**src/rtl/flow_ctrl.sv**
```systemverilog
// rtl/flow_ctrl.sv - control-flow sequencer: run/halt FSM, skip/jump decode, label LUT, loop counter
// Optional call/return link register enabled by defining FLOW_LINK_EN.
module flow_ctrl #(
    parameter int D = 12
) (
    input  logic         clk,
    input  logic         reset,
    input  logic         start,
    input  logic [8:0]   instr,
    input  logic [D-1:0] prog_ctr,
    input  logic         alu_zero,
    input  logic         alu_neg,
    input  logic         lut_we,
    input  logic [4:0]   lut_addr,
    input  logic [7:0]   lut_wdata,
    output logic         pc_rst,
    output logic         branch_en,
    output logic         jump_en,
    output logic [7:0]   target,
    output logic         done
);

    typedef enum logic [1:0] {
        S_IDLE,
        S_RUN,
        S_DONE
    } state_t;

    localparam logic [3:0] OP_LDC   = 4'b1000;
    localparam logic [3:0] OP_LOOP  = 4'b1001;
    localparam logic [3:0] OP_SETF  = 4'b1010;
    localparam logic [3:0] OP_SKIPF = 4'b1011;
    localparam logic [3:0] OP_JMPF  = 4'b1100;
    localparam logic [3:0] OP_JMP   = 4'b1101;
    localparam logic [3:0] OP_CALL  = 4'b1110;
    localparam logic [3:0] OP_SYS   = 4'b1111;

    state_t     state;
    logic       flag;
    logic [4:0] loop_cnt;
    logic [7:0] lut [32];

    logic [3:0] op;
    logic [4:0] idx;
    logic       run_ctl;

    assign op      = instr[8:5];
    assign idx     = instr[4:0];
    assign run_ctl = (state == S_RUN) && instr[8];

`ifdef FLOW_LINK_EN
    logic [D-1:0] link;

    always_ff @(posedge clk) begin
        if (reset) begin
            link <= '0;
        end else if (run_ctl && op == OP_CALL) begin
            link <= prog_ctr + 1'b1;
        end
    end
`else
    logic unused_pc_hi;
    assign unused_pc_hi = ^prog_ctr[D-1:8];
`endif

    // Outputs are combinational so the PC acts on the same edge that ends decode.
    always_comb begin
        pc_rst    = (state == S_IDLE);
        branch_en = 1'b0;
        jump_en   = 1'b0;
        target    = 8'h00;
        done      = 1'b0;
        case (state)
            S_DONE: begin
                jump_en = 1'b1;
                target  = prog_ctr[7:0];
                done    = 1'b1;
            end
            S_RUN: begin
                if (instr[8]) begin
                    case (op)
                        OP_LOOP: begin
                            if (loop_cnt != 5'd0) begin
                                jump_en = 1'b1;
                                target  = lut[idx];
                            end
                        end
                        OP_SKIPF: branch_en = flag;
                        OP_JMPF: begin
                            if (flag) begin
                                jump_en = 1'b1;
                                target  = lut[idx];
                            end
                        end
                        OP_JMP: begin
                            jump_en = 1'b1;
                            target  = lut[idx];
                        end
`ifdef FLOW_LINK_EN
                        OP_CALL: begin
                            jump_en = 1'b1;
                            target  = lut[idx];
                        end
`endif
                        OP_SYS: begin
                            if (instr[0]) begin
                                jump_en = 1'b1;
                                target  = prog_ctr[7:0];
                            end else begin
`ifdef FLOW_LINK_EN
                                jump_en = 1'b1;
                                target  = link[7:0];
`endif
                            end
                        end
                        default: ;
                    endcase
                end
            end
            default: ;
        endcase
    end

    always_ff @(posedge clk) begin
        if (reset) begin
            state    <= S_IDLE;
            flag     <= 1'b0;
            loop_cnt <= 5'd0;
            for (int i = 0; i < 32; i++) begin
                lut[i] <= 8'h00;
            end
        end else begin
            if (lut_we) begin
                lut[lut_addr] <= lut_wdata;
            end
            case (state)
                S_IDLE: begin
                    if (start) begin
                        state <= S_RUN;
                    end
                end
                S_DONE: begin
                    if (start) begin
                        state <= S_IDLE;
                    end
                end
                S_RUN: begin
                    if (run_ctl) begin
                        case (op)
                            OP_LDC:  loop_cnt <= idx;
                            OP_LOOP: begin
                                if (loop_cnt != 5'd0) begin
                                    loop_cnt <= loop_cnt - 5'd1;
                                end
                            end
                            OP_SETF: begin
                                case (instr[1:0])
                                    2'b00:   flag <= alu_zero;
                                    2'b01:   flag <= alu_neg;
                                    2'b10:   flag <= ~alu_zero;
                                    default: flag <= 1'b1;
                                endcase
                            end
                            OP_SYS: begin
                                if (instr[0]) begin
                                    state <= S_DONE;
                                end
                            end
                            default: ;
                        endcase
                    end
                end
                default: state <= S_IDLE;
            endcase
        end
    end

endmodule

```
**config.mk**
```make
export PLATFORM = sky130hd
export DESIGN_NAME = flow_ctrl
export DESIGN_NICKNAME = d
export VERILOG_FILES = /design/src/rtl/flow_ctrl.sv
export SDC_FILE = /design/constraint.sdc
export NUM_CORES = 1
export LEC_CHECK = 0
export BUFFER_PORTS_ARGS = -buffer_cell sky130_fd_sc_hd__clkbuf_2
export CORE_MARGIN = 4
export CORE_UTILIZATION = 40
export DETAILED_ROUTE_END_ITERATION = 16
export GPL_TIMING_DRIVEN = 0
export HOLD_SLACK_MARGIN = 0.02
export PLACE_DENSITY = 0.58
export SLEW_MARGIN = 20
export SYNTH_ARGS = -nofsm -noshare
export SYNTH_HDL_FRONTEND = slang
export SYNTH_SLANG_ARGS = --single-unit
```
**constraint.sdc**
```tcl
create_clock -name clk -period 2.6 [get_ports clk]
set_input_delay 0.52 -clock clk [delete_from_list [all_inputs] [get_ports clk]]
set_output_delay 0.52 -clock clk [all_outputs]
set_load 0.01 [all_outputs]
```
==> impl_metrics.toml, run 1 <==
[timing]
hold_slack_ns = 0.2287
hold_viol = 0
fin_crit_sh_pct = 116.2
max_freq_mhz = 331.1
slew_viol_final = 0
relSlewSlack_pct = 47.98
clock-skew-final_ns = 0.004224
finalSetupViolations = 9
tightest_slew_ns = 0.7803
period_needed_ns = 3.020
rsz0062_at_grt = "yes"
layout_setup_ws_ns = -0.4201
tns_ns = -3.006

[global_routing]
antenna_found_initial = 0
grt_pass1_wl_um = 52690
grt_max_degree = 16
grt_pass1_vias = 8120
track_usage_pct = 19.87
overflow = 0

[yosys]
synth_common_cells = "and2_1 (259), edfxtp_1 (256), mux2i_1 (63)"
ys.flop_type = "edfxtp_1"
synth.area.top_cells = "edfxtp_1 (60%), and2_1 (13%), mux2i_1 (4.9%), mux4_2 (4.9%), or2_2 (1.6%)"
yosysSeqAreaShare_pct = 61.38
syn_area_um2 = 12790
synth-edff-count = 256
post-synth-top-count-cell = "and2_1"
async_flop_share_pct = 0
yosysWarnings = 0
yosysUniqueCellTypes = 53
syn_nets = 980
syn_inst = 934
avgSynthCellArea_um2 = 13.69
synth_top_area_cell = "edfxtp_1"
synth-seq-cells = 264
synth_top_area_share_pct = 60.12

[worst_setup_path]
start_kind = "flop"
slowest_delay_ns = 0.57
end_kind = "output pin"
path_max_fanout = 1
slowest_stage = "or4_1"
crit_family = "simple AND/OR/NAND/NOR gates"
path_buf_inv = 1
cp_cell_sequence = "mux2i_2 -> o22ai_1 -> or4_1 -> a221oi_2 -> o31ai_4 -> buf_2"
critPathArrivalTime_ns = 2.50
criticalPathCategory = "reg2out"
cp.required_ns = 2.08

[floorplan]
die_w_um = 186.8
start_util_pct = 40.52
die_h_um = 186.8
core-area_um2 = 31560
floorplan.rows = 65
dieArea_um2 = 34890
ios = 52

[place]
dp_hpwl_um = 24420
gp_congestion = 0.8366
portBuffers = 43

[clock_network]
htree_levels = 1
worstSkewPairLatency_ns = 0.55
cts_tree = "done"
cts-root-buf = "clkbuf_16"
clkTransAtPathRegs_ns = 0.06
cts_hold_buf = 0
cts.sinks = 264
clockBufferDepth = 3
numCtsBuffers = 29

[drt]
drc = 0
drt_pass1_iterations = 5
viasPerCell = 5.480
postRouteAntennaNets = 0
first_iter_violations = 602
vias = 7902
wl_um = 35030
wl_per_cell_um = 24.29

[final_layout]
drive_gt1_share_pct = 23.00
area_growth_pct = 17.59
nets = 1064

[run_status]
status = "finished, violations left"
violations = "setup timing"

[job]
drv_cap = 0

[power_and_ir_drop]
power.density_nw_per_um2 = 659.6
p_leak_nw = 5.347
peakVddDrop_mv = 0.5390

[worst_hold_path]
min_path_type = "in2reg"
area by class of cell:
type                            count  area, µm²
Inverter                            6      22.52
Timing Repair Buffer               54      334.1
Fill cell                        2813      16520
Tap cell                          402      503.0
Buffer                             58      354.1
Clock buffer                       39      793.3
Sequential cell                   264       7850
Multi-Input combinational cell    605       5050
Clock inverter                     13      126.4
Antenna cell                        1      2.502
worst register-to-register path: cells and delay by family (launching register included):
family                   cells  cell delay [ns]
AO/OA/AOI/OAI                3             0.90
adder cells (fa/ha/maj)      1             0.15
buffers and inverters        2             0.19
flip-flops                   1             0.33
AND/OR/NAND/NOR              2             0.19
metal layers:
| layer | GRT usage [%] | vias up | wire [µm] |
|---|---|---|---|
| met2 | 31.72 | 250 | 16270 |
| met5 | 0 | - | 0 |
| li1 | - | 3611 | - |
| met1 | 28.07 | 3984 | 15440 |
| met4 | 6.399 | 0 | 1180 |
| met3 | 3.199 | 57 | 2143 |
stage by stage:
step           util, %  setup WS (ns)  std cells  area [µm²]  power, W
5_1_grt          47.64        -0.4886       1441       15030   0.01022
6_report         47.65        -0.4201       1442       15040  0.009917
3_5_place_dp     42.80        -0.8043       1379       13500  0.005841
2_1_floorplan        -         0.1870        934       12790  0.005506
4_1_cts          47.50        -0.3882       1441       14990  0.009947
3_3_place_gp     42.80        -0.8207       1379       13500  0.005827
placed cells by master (no fill, tap or decap), drive strengths merged, types with 3 or more instances in the layout:
master / count
inv: 7
mux2: 4
o22ai: 11
o21ai: 13
nor2b: 3
mux4: 32
or3b: 3
o41ai: 3
clkbuf: 107
mux2i: 63
buf: 44
clkinv: 9
a21oi: 6
edfxtp: 256
o2111ai: 12
nand3b: 6
nand3: 4
o22a: 4
or2: 32
a221oi: 13
ha: 6
a22o: 11
o31ai: 8
or3: 3
nor4: 6
o21a: 3
nand2: 24
dfxtp: 8
nand2b: 7
nor2: 53
and2: 259
state kept, by name, indices dropped and copies added (netlist names):
name	count
lut	256
loop_cnt	5
state	2
flag	1
where the power goes:
| part | switching, W | internal, W | total, W |
|---|---|---|---|
| clock | 0.00171 | 0.00233 | 0.00405 |
| combinational | 0.000587 | 0.000334 | 0.000922 |
| sequential | 0.0000671 | 0.00488 | 0.00495 |
timing repair:
| item | 4_1_cts | 5_1_grt |
|---|---|---|
| gates resized for setup | 79 | 22 |
| buffers inserted | 10 | 3 |
| gates cloned | 1 | 0 |
| pin swaps | 20 | 12 |
| setup endpoints to repair | 9 | 9 |
cells by family (layout without fill, tap and decap cells):
kind of cell	count (synthesis)	in the layout	share of synthesized area [%]
AOI/OAI and AO/OA	89	89	5.411
xor gates and xnor gates	1	1	0.06851
adders and majority gates	6	6	0.5871
buffers and inverters	65	170	2.662
DFF	264	264	61.38
muxes	99	99	11.04
other	0	1	0
and+or+nand+nor	410	410	18.86
path summary, 6_finish.rpt:
| path | startpoint | endpoint | slack, ns | depth (start not counted) |
|---|---|---|---|---|
| worst min-delay path | start | state[0]$_SDFFE_PP0P_ | 0.23 | 3 |
| worst max register to register | loop_cnt[0]$_SDFFE_PP0P_ | loop_cnt[3]$_SDFFE_PP0P_ | 0.70 | 8 |
| worst max-delay path | lut[1][1]$_SDFFCE_PN0P_ | target[1] | -0.42 | 6 |
| worst min register to register | loop_cnt[4]$_SDFFE_PP0P_ | loop_cnt[4]$_SDFFE_PP0P_ | 0.51 | 2 |
Note: power is estimated with default switching activity, not from simulation.
==> run 2, diff against run 1 <==
--- a/config.mk
+++ b/config.mk
@@ -7,11 +7,12 @@
 export LEC_CHECK = 0
 export BUFFER_PORTS_ARGS = -buffer_cell sky130_fd_sc_hd__clkbuf_2
 export CORE_MARGIN = 4
-export CORE_UTILIZATION = 40
+export CORE_UTILIZATION = 60
 export DETAILED_ROUTE_END_ITERATION = 16
 export GPL_TIMING_DRIVEN = 0
-export HOLD_SLACK_MARGIN = 0.02
-export PLACE_DENSITY = 0.58
+export HOLD_SLACK_MARGIN = 0.03
+export PLACE_DENSITY = 0.8
+export SKIP_CTS_REPAIR_TIMING = 1
 export SLEW_MARGIN = 20
 export SYNTH_ARGS = -nofsm -noshare
 export SYNTH_HDL_FRONTEND = slang
==> run 2 against run 1 <==
  * Worst hold slack better by 0.018 ns
  * Sequential share of layout area is 0.81 points higher
  * The flow still finishes with violations (setup timing)
  * First-iteration DRC count is 65% higher
  * Critical endpoint is now target[0]
==> impl_metrics.toml, run 2 (synthesized netlist as in run 1, its figures left out) <==
[clock_network]
numCtsBuffers = 28
cts.sinks = 264
cts-root-buf = "clkbuf_16"
clockBufferDepth = 3
htree_levels = 1
cts_tree = "done"
worstSkewPairLatency_ns = 0.54
clkTransAtPathRegs_ns = 0.06

[final_layout]
mostFrequentLayoutCell = "and2_1"
instances_no_fill = 1309
final_area_um2 = 14810
multi_input_area_um2 = 4980
drive_gt1_share_pct = 22.63
diodes = 0
largest-register = "lut"
seqCellArea_um2 = 7850
final_cell_mix = "and2_1 (259), edfxtp_1 (256), mux2i_1 (59)"
fillCellCount = 1363
nets = 1058
area_growth_pct = 15.80
largest_reg_flops = 256
largestRegisters = "lut x256, loop_cnt x5, state x2"
final_util_pct = 70.44

[worst_setup_path]
start_kind = "input pin"
path_max_fanout = 10
end_kind = "output pin"
slowest_delay_ns = 0.43
cp_cell_sequence = "clkbuf_2 -> buf_4 -> clkbuf_4 -> nor2b_1 -> a22o_1 -> nor4_4 -> o31ai_2 -> buf_2"
cp.required_ns = 2.08
slowest_stage = "nor2b_1"
criticalPathCategory = "in2out"
critPathArrivalTime_ns = 2.46

[power_and_ir_drop]
peakVddDrop_mv = 0.4996
p_leak_nw = 5.354
switching_share_pct = 22.52
p_clk_share_pct = 42.3
cellInternalPower_w = 0.007823
power.density_nw_per_um2 = 682.0
power_frac_seq_pct = 49.1
p_switching_w = 0.002274
p_comb_share_pct = 8.7

[drt]
drc = 0
viasPerCell = 6.241
wl_met2_um = 15500
vias = 8170
wl_um = 31850
top_layer_used = "met4"
postRouteAntennaNets = 0
drt_pass1_iterations = 5
met1_length_um = 12370
wl_per_cell_um = 24.33
first_iter_violations = 996
wl_met3_um = 2748

[place]
gp_congestion = 0.9125
dp.cells = 1252
dp_hpwl_um = 22150
portBuffers = 43
place_area_um2 = 13350

[timing]
hold_slack_ns = 0.2469
tightest_slew_ns = 0.7294
clock-skew-final_ns = 0.01506
period_needed_ns = 2.978
finalSetupViolations = 9
fin_crit_sh_pct = 114.6
rsz0062_at_grt = "yes"
relSlewSlack_pct = 51.37
max_freq_mhz = 335.8
slew_viol_final = 0
layout_setup_ws_ns = -0.3783
hold_viol = 0

[global_routing]
overflow = 0
antenna_found_initial = 0
grt_max_degree = 15
grt_pass1_wl_um = 47420
track_usage_pct = 26.19
grt_pass1_vias = 8205

[floorplan]
ios = 52
die_w_um = 154.0
dieArea_um2 = 23710
die_h_um = 154.0
start_util_pct = 60.82
core-area_um2 = 21020
floorplan.rows = 53

[job]
drv_cap = 0

[worst_hold_path]
min_path_type = "in2reg"

[run_status]
status = "finished, violations left"
violations = "setup timing"
-- run 2: metal layers --
| metal | vias up | GRT usage, % |
|---|---|---|
| met2 | 453 | 42.14 |
| met4 | 0 | 11.35 |
| met1 | 4027 | 35.47 |
| met3 | 88 | 4.616 |
| met5 | - | 0 |
| li1 | 3602 | - |
-- run 2: worst paths after layout --
path                                 start                        to  slack (ns)  depth (start not counted)
setup reg to reg  loop_cnt[0]$_SDFFE_PP0P_  loop_cnt[2]$_SDFFE_PP0P_        0.66                          8
setup / recovery                  instr[3]                 target[0]       -0.38                          8
hold reg to reg      state[0]$_SDFFE_PP0P_     state[0]$_SDFFE_PP0P_        0.52                          2
hold / removal                       start     state[0]$_SDFFE_PP0P_        0.25                          3
-- run 2: layout make-up --
type / instances / area share [%]
Sequential cell: 264 / 53.02
Multi-Input combinational cell: 605 / 33.63
Clock buffer: 30 / 4.926
Tap cell: 275 / 2.324
Buffer: 58 / 2.290
Timing Repair Buffer: 49 / 1.893
Clock inverter: 22 / 1.766
Inverter: 6 / 0.1521
-- run 2: power by group through the flow --
| stage | clock (W) | combinational (W) | sequential, W |
|---|---|---|---|
| CTS | 0.00427 | 0.000768 | 0.00495 |
| finish | 0.00427 | 0.000876 | 0.00496 |
| global route | 0.00445 | 0.000926 | 0.00497 |
| detailed placement | 0 | 0.000764 | 0.00504 |
| floorplan | 0 | 0.000500 | 0.00501 |
| global placement | 0 | 0.000750 | 0.00503 |
-- run 2: critical path, delay by kind of cell --
kind | cells | cell delay [ns]
AO/OA/AOI/OAI | 2 | 0.60
buffers and inverters | 4 | 0.83
AND/OR/NAND/NOR | 2 | 0.51
-- run 2: metrics by stage --
stage	setup TNS, ns	worst slack [ns]	total power (W)
after floorplan	0	0.1870	0.005506
final	-2.848	-0.3783	0.01010
after detailed placement	-4.513	-0.6284	0.005804
after global routing	-3.238	-0.4324	0.01035
after CTS	-7.624	-1.079	0.009990
after global placement	-4.269	-0.6362	0.005776
==> run 3, diff against run 2 <==
--- a/config.mk
+++ b/config.mk
@@ -5,6 +5,7 @@
 export SDC_FILE = /design/constraint.sdc
 export NUM_CORES = 1
 export LEC_CHECK = 0
+export ABC_AREA = 1
 export BUFFER_PORTS_ARGS = -buffer_cell sky130_fd_sc_hd__clkbuf_2
 export CORE_MARGIN = 4
 export CORE_UTILIZATION = 60
==> run 3 against run 2 <==
  * The flow still finishes with violations (setup timing)
  * Worst setup slack better by 0.27 ns
  * Clock-buffer cell count grew 2
  * Register-to-register slack improved by 0.08 ns
  * Clock skew shrank 0.013 ns
  * Via count is 38% higher
  * Non-clock buffer count up 38
  * Die area fell by 0.68%
  * Critical endpoint is now target[2]
  * Global-route usage rose by 8.4 points
==> impl_metrics.toml, run 3 <==
[drt]
viasPerCell = 6.221
postRouteAntennaNets = 0
drt_pass1_iterations = 10
drc = 0
wl_per_cell_um = 23.95
wl_um = 43260
first_iter_violations = 2004
vias = 11240

[yosys]
async_flop_share_pct = 0
yosysWarnings = 0
synth_top_area_cell = "edfxtp_1"
avgSynthCellArea_um2 = 8.959
synth.area.top_cells = "edfxtp_1 (61%), nand2_1 (16%), nor2_1 (7.9%), nand3_1 (4.9%), nand2_2 (1.6%)"
syn_inst = 1417
synth-edff-count = 256
synth_common_cells = "nand2_1 (542), nor2_1 (266), edfxtp_1 (256)"
ys.flop_type = "edfxtp_1"
synth-seq-cells = 264
syn_nets = 1463
yosysSeqAreaShare_pct = 61.82
synth_top_area_share_pct = 60.56
post-synth-top-count-cell = "nand2_1"
syn_area_um2 = 12690
yosysUniqueCellTypes = 30

[worst_setup_path]
r2r-start = "loop_cnt[2]$_SDFFE_PP0P_"
cp.required_ns = 2.08
crit_path_start = "instr[0]"
start_kind = "input pin"
end_kind = "output pin"
path_max_fanout = 10
criticalPathCategory = "in2out"
r2r_cells = 6
critPathArrivalTime_ns = 2.18

[place]
gp_congestion = 1.006
place_ws_ns = -0.6772
portBuffers = 44
dp_hpwl_um = 27880

[global_routing]
grt_max_degree = 15
grt_pass1_wl_um = 60740
antenna_found_initial = 0
grt_pass1_vias = 10170
overflow = 0
track_usage_pct = 34.55

[clock_network]
worstSkewPairLatency_ns = 0.53
clkTransAtPathRegs_ns = 0.06
numCtsBuffers = 27
htree_levels = 1
cts_tree = "done"
cts.sinks = 264
cts-root-buf = "clkbuf_16"
clockBufferDepth = 3

[final_layout]
final_util_pct = 73.33
seqCellArea_um2 = 7850
mostFrequentLayoutCell = "nand2_1"
drive_gt1_share_pct = 16.09
multi_input_area_um2 = 4597
final_cell_mix = "nand2_1 (535), nor2_1 (265), edfxtp_1 (256)"
largest_reg_flops = 256
nets = 1561
area_growth_pct = 18.38
largestRegisters = "lut x256, loop_cnt x5, state x2"
largest-register = "lut"
fillCellCount = 1436

[timing]
fin_crit_sh_pct = 104.0
clock-skew-final_ns = 0.002045
tightest_slew_ns = 1.188
finalSetupViolations = 7
max_freq_mhz = 369.7
layout_setup_ws_ns = -0.1047
relSlewSlack_pct = 20.21
rsz0062_at_grt = "yes"
period_needed_ns = 2.705
hold_viol = 0
slew_viol_final = 0

[power_and_ir_drop]
peakVddDrop_mv = 0.7515
power.density_nw_per_um2 = 680.7
p_leak_nw = 6.301

[floorplan]
start_util_pct = 61.94
core-area_um2 = 20490
ios = 52
floorplan.rows = 52
die_w_um = 153.5
die_h_um = 153.5
dieArea_um2 = 23550

[worst_hold_path]
min_path_type = "in2reg"
worstHoldPathCells = 3
min_from = "alu_zero"

[run_status]
violations = "setup timing"
status = "finished, violations left"

[job]
drv_cap = 0
==> run 3: cell types whose count changed after synthesis, moves of 27 or more <==
| cell | previous run | this run |
|---|---|---|
| nand3_1 | 4 | 124 |
| inv_1 | 6 | 33 |
| and2_1 | 259 | 0 |
| nor2_1 | 53 | 266 |
| mux2i_1 | 63 | 0 |
| nand2_2 | 0 | 32 |
| or2_2 | 32 | 1 |
| nand2_1 | 24 | 542 |
| mux4_2 | 28 | 0 |
==> run 3: cell type report <==
class                      instances  share of cell area [%]
buffer                            78                   4.646
inverter                          39                   1.099
sequential                       264                   52.24
timing repair inverter             1                 0.04163
antenna                            1                 0.01665
clock buffer                      32                   4.621
tap                              270                   2.248
clock inverter                    17                   1.074
timing repair buffer              67                   3.430
multi-input combinational       1037                   30.59
==> run 3: metrics by stage <==
step / hold WS (ns) / total power, W / TNS [ns] / area [µm²] / instances
finish: 0.2589 / 0.01023 / -0.2600 / 15030 / 1806
global route: 0.2809 / 0.01047 / -0.6848 / 15030 / 1805
CTS: 0.2582 / 0.009927 / -4.859 / 14110 / 1780
detailed placement: 0.5097 / 0.006229 / -69.61 / 13250 / 1731
global placement: 0.5016 / 0.006191 / -61.37 / 13250 / 1731
floorplan: 0.4734 / 0.005761 / 0 / 12690 / 1417
==> run 3: worst paths after layout <==
check | endpoint | slack [ns]
hold / removal | flag$_SDFFE_PP0P_ | 0.26
setup reg to reg | loop_cnt[4]$_SDFFE_PP0P_ | 0.74
setup / recovery | target[2] | -0.10
hold reg to reg | loop_cnt[1]$_SDFFE_PP0P_ | 0.53
==> run 3: kinds of logic after synthesis <==
logic type      Yosys count  synth area share, %
simple gates            993                31.92
flops                   264                61.82
fa+ha+maj                 6               0.5914
buf+inv                 117                4.021
compound gates           37                1.646
==> run 3: layer usage <==
layer | share of wire [%] | routed length, µm | vias up | global-route usage, %
li1 | - | - | 4843 | -
met1 | 34 | 14660 | 5149 | 46.95
met2 | 44 | 18920 | 1006 | 53.13
met3 | 16 | 6817 | 238 | 8.058
met4 | 6.6 | 2858 | 0 | 16.57
met5 | 0 | 0 | - | 0
==> run 3: power by group <==
group	internal, W	switching [W]
sequential	0.00490	0.0000789
combinational	0.000414	0.00101
clock	0.00220	0.00163
total	0.00751	0.00272
==> run 3: worst max-delay path: stages <==
cell and delay [ns]:
buf_12 0.13, clkbuf_16 0.16, nor2_4 0.14, buf_8 0.18, nand2_1 0.10, nand4_1 0.11, nand3_1 0.14, nand3_1 0.14
nand3_2 0.12, nand2_1 0.09, nand2_1 0.05, a21oi_1 0.13, buf_2 0.16
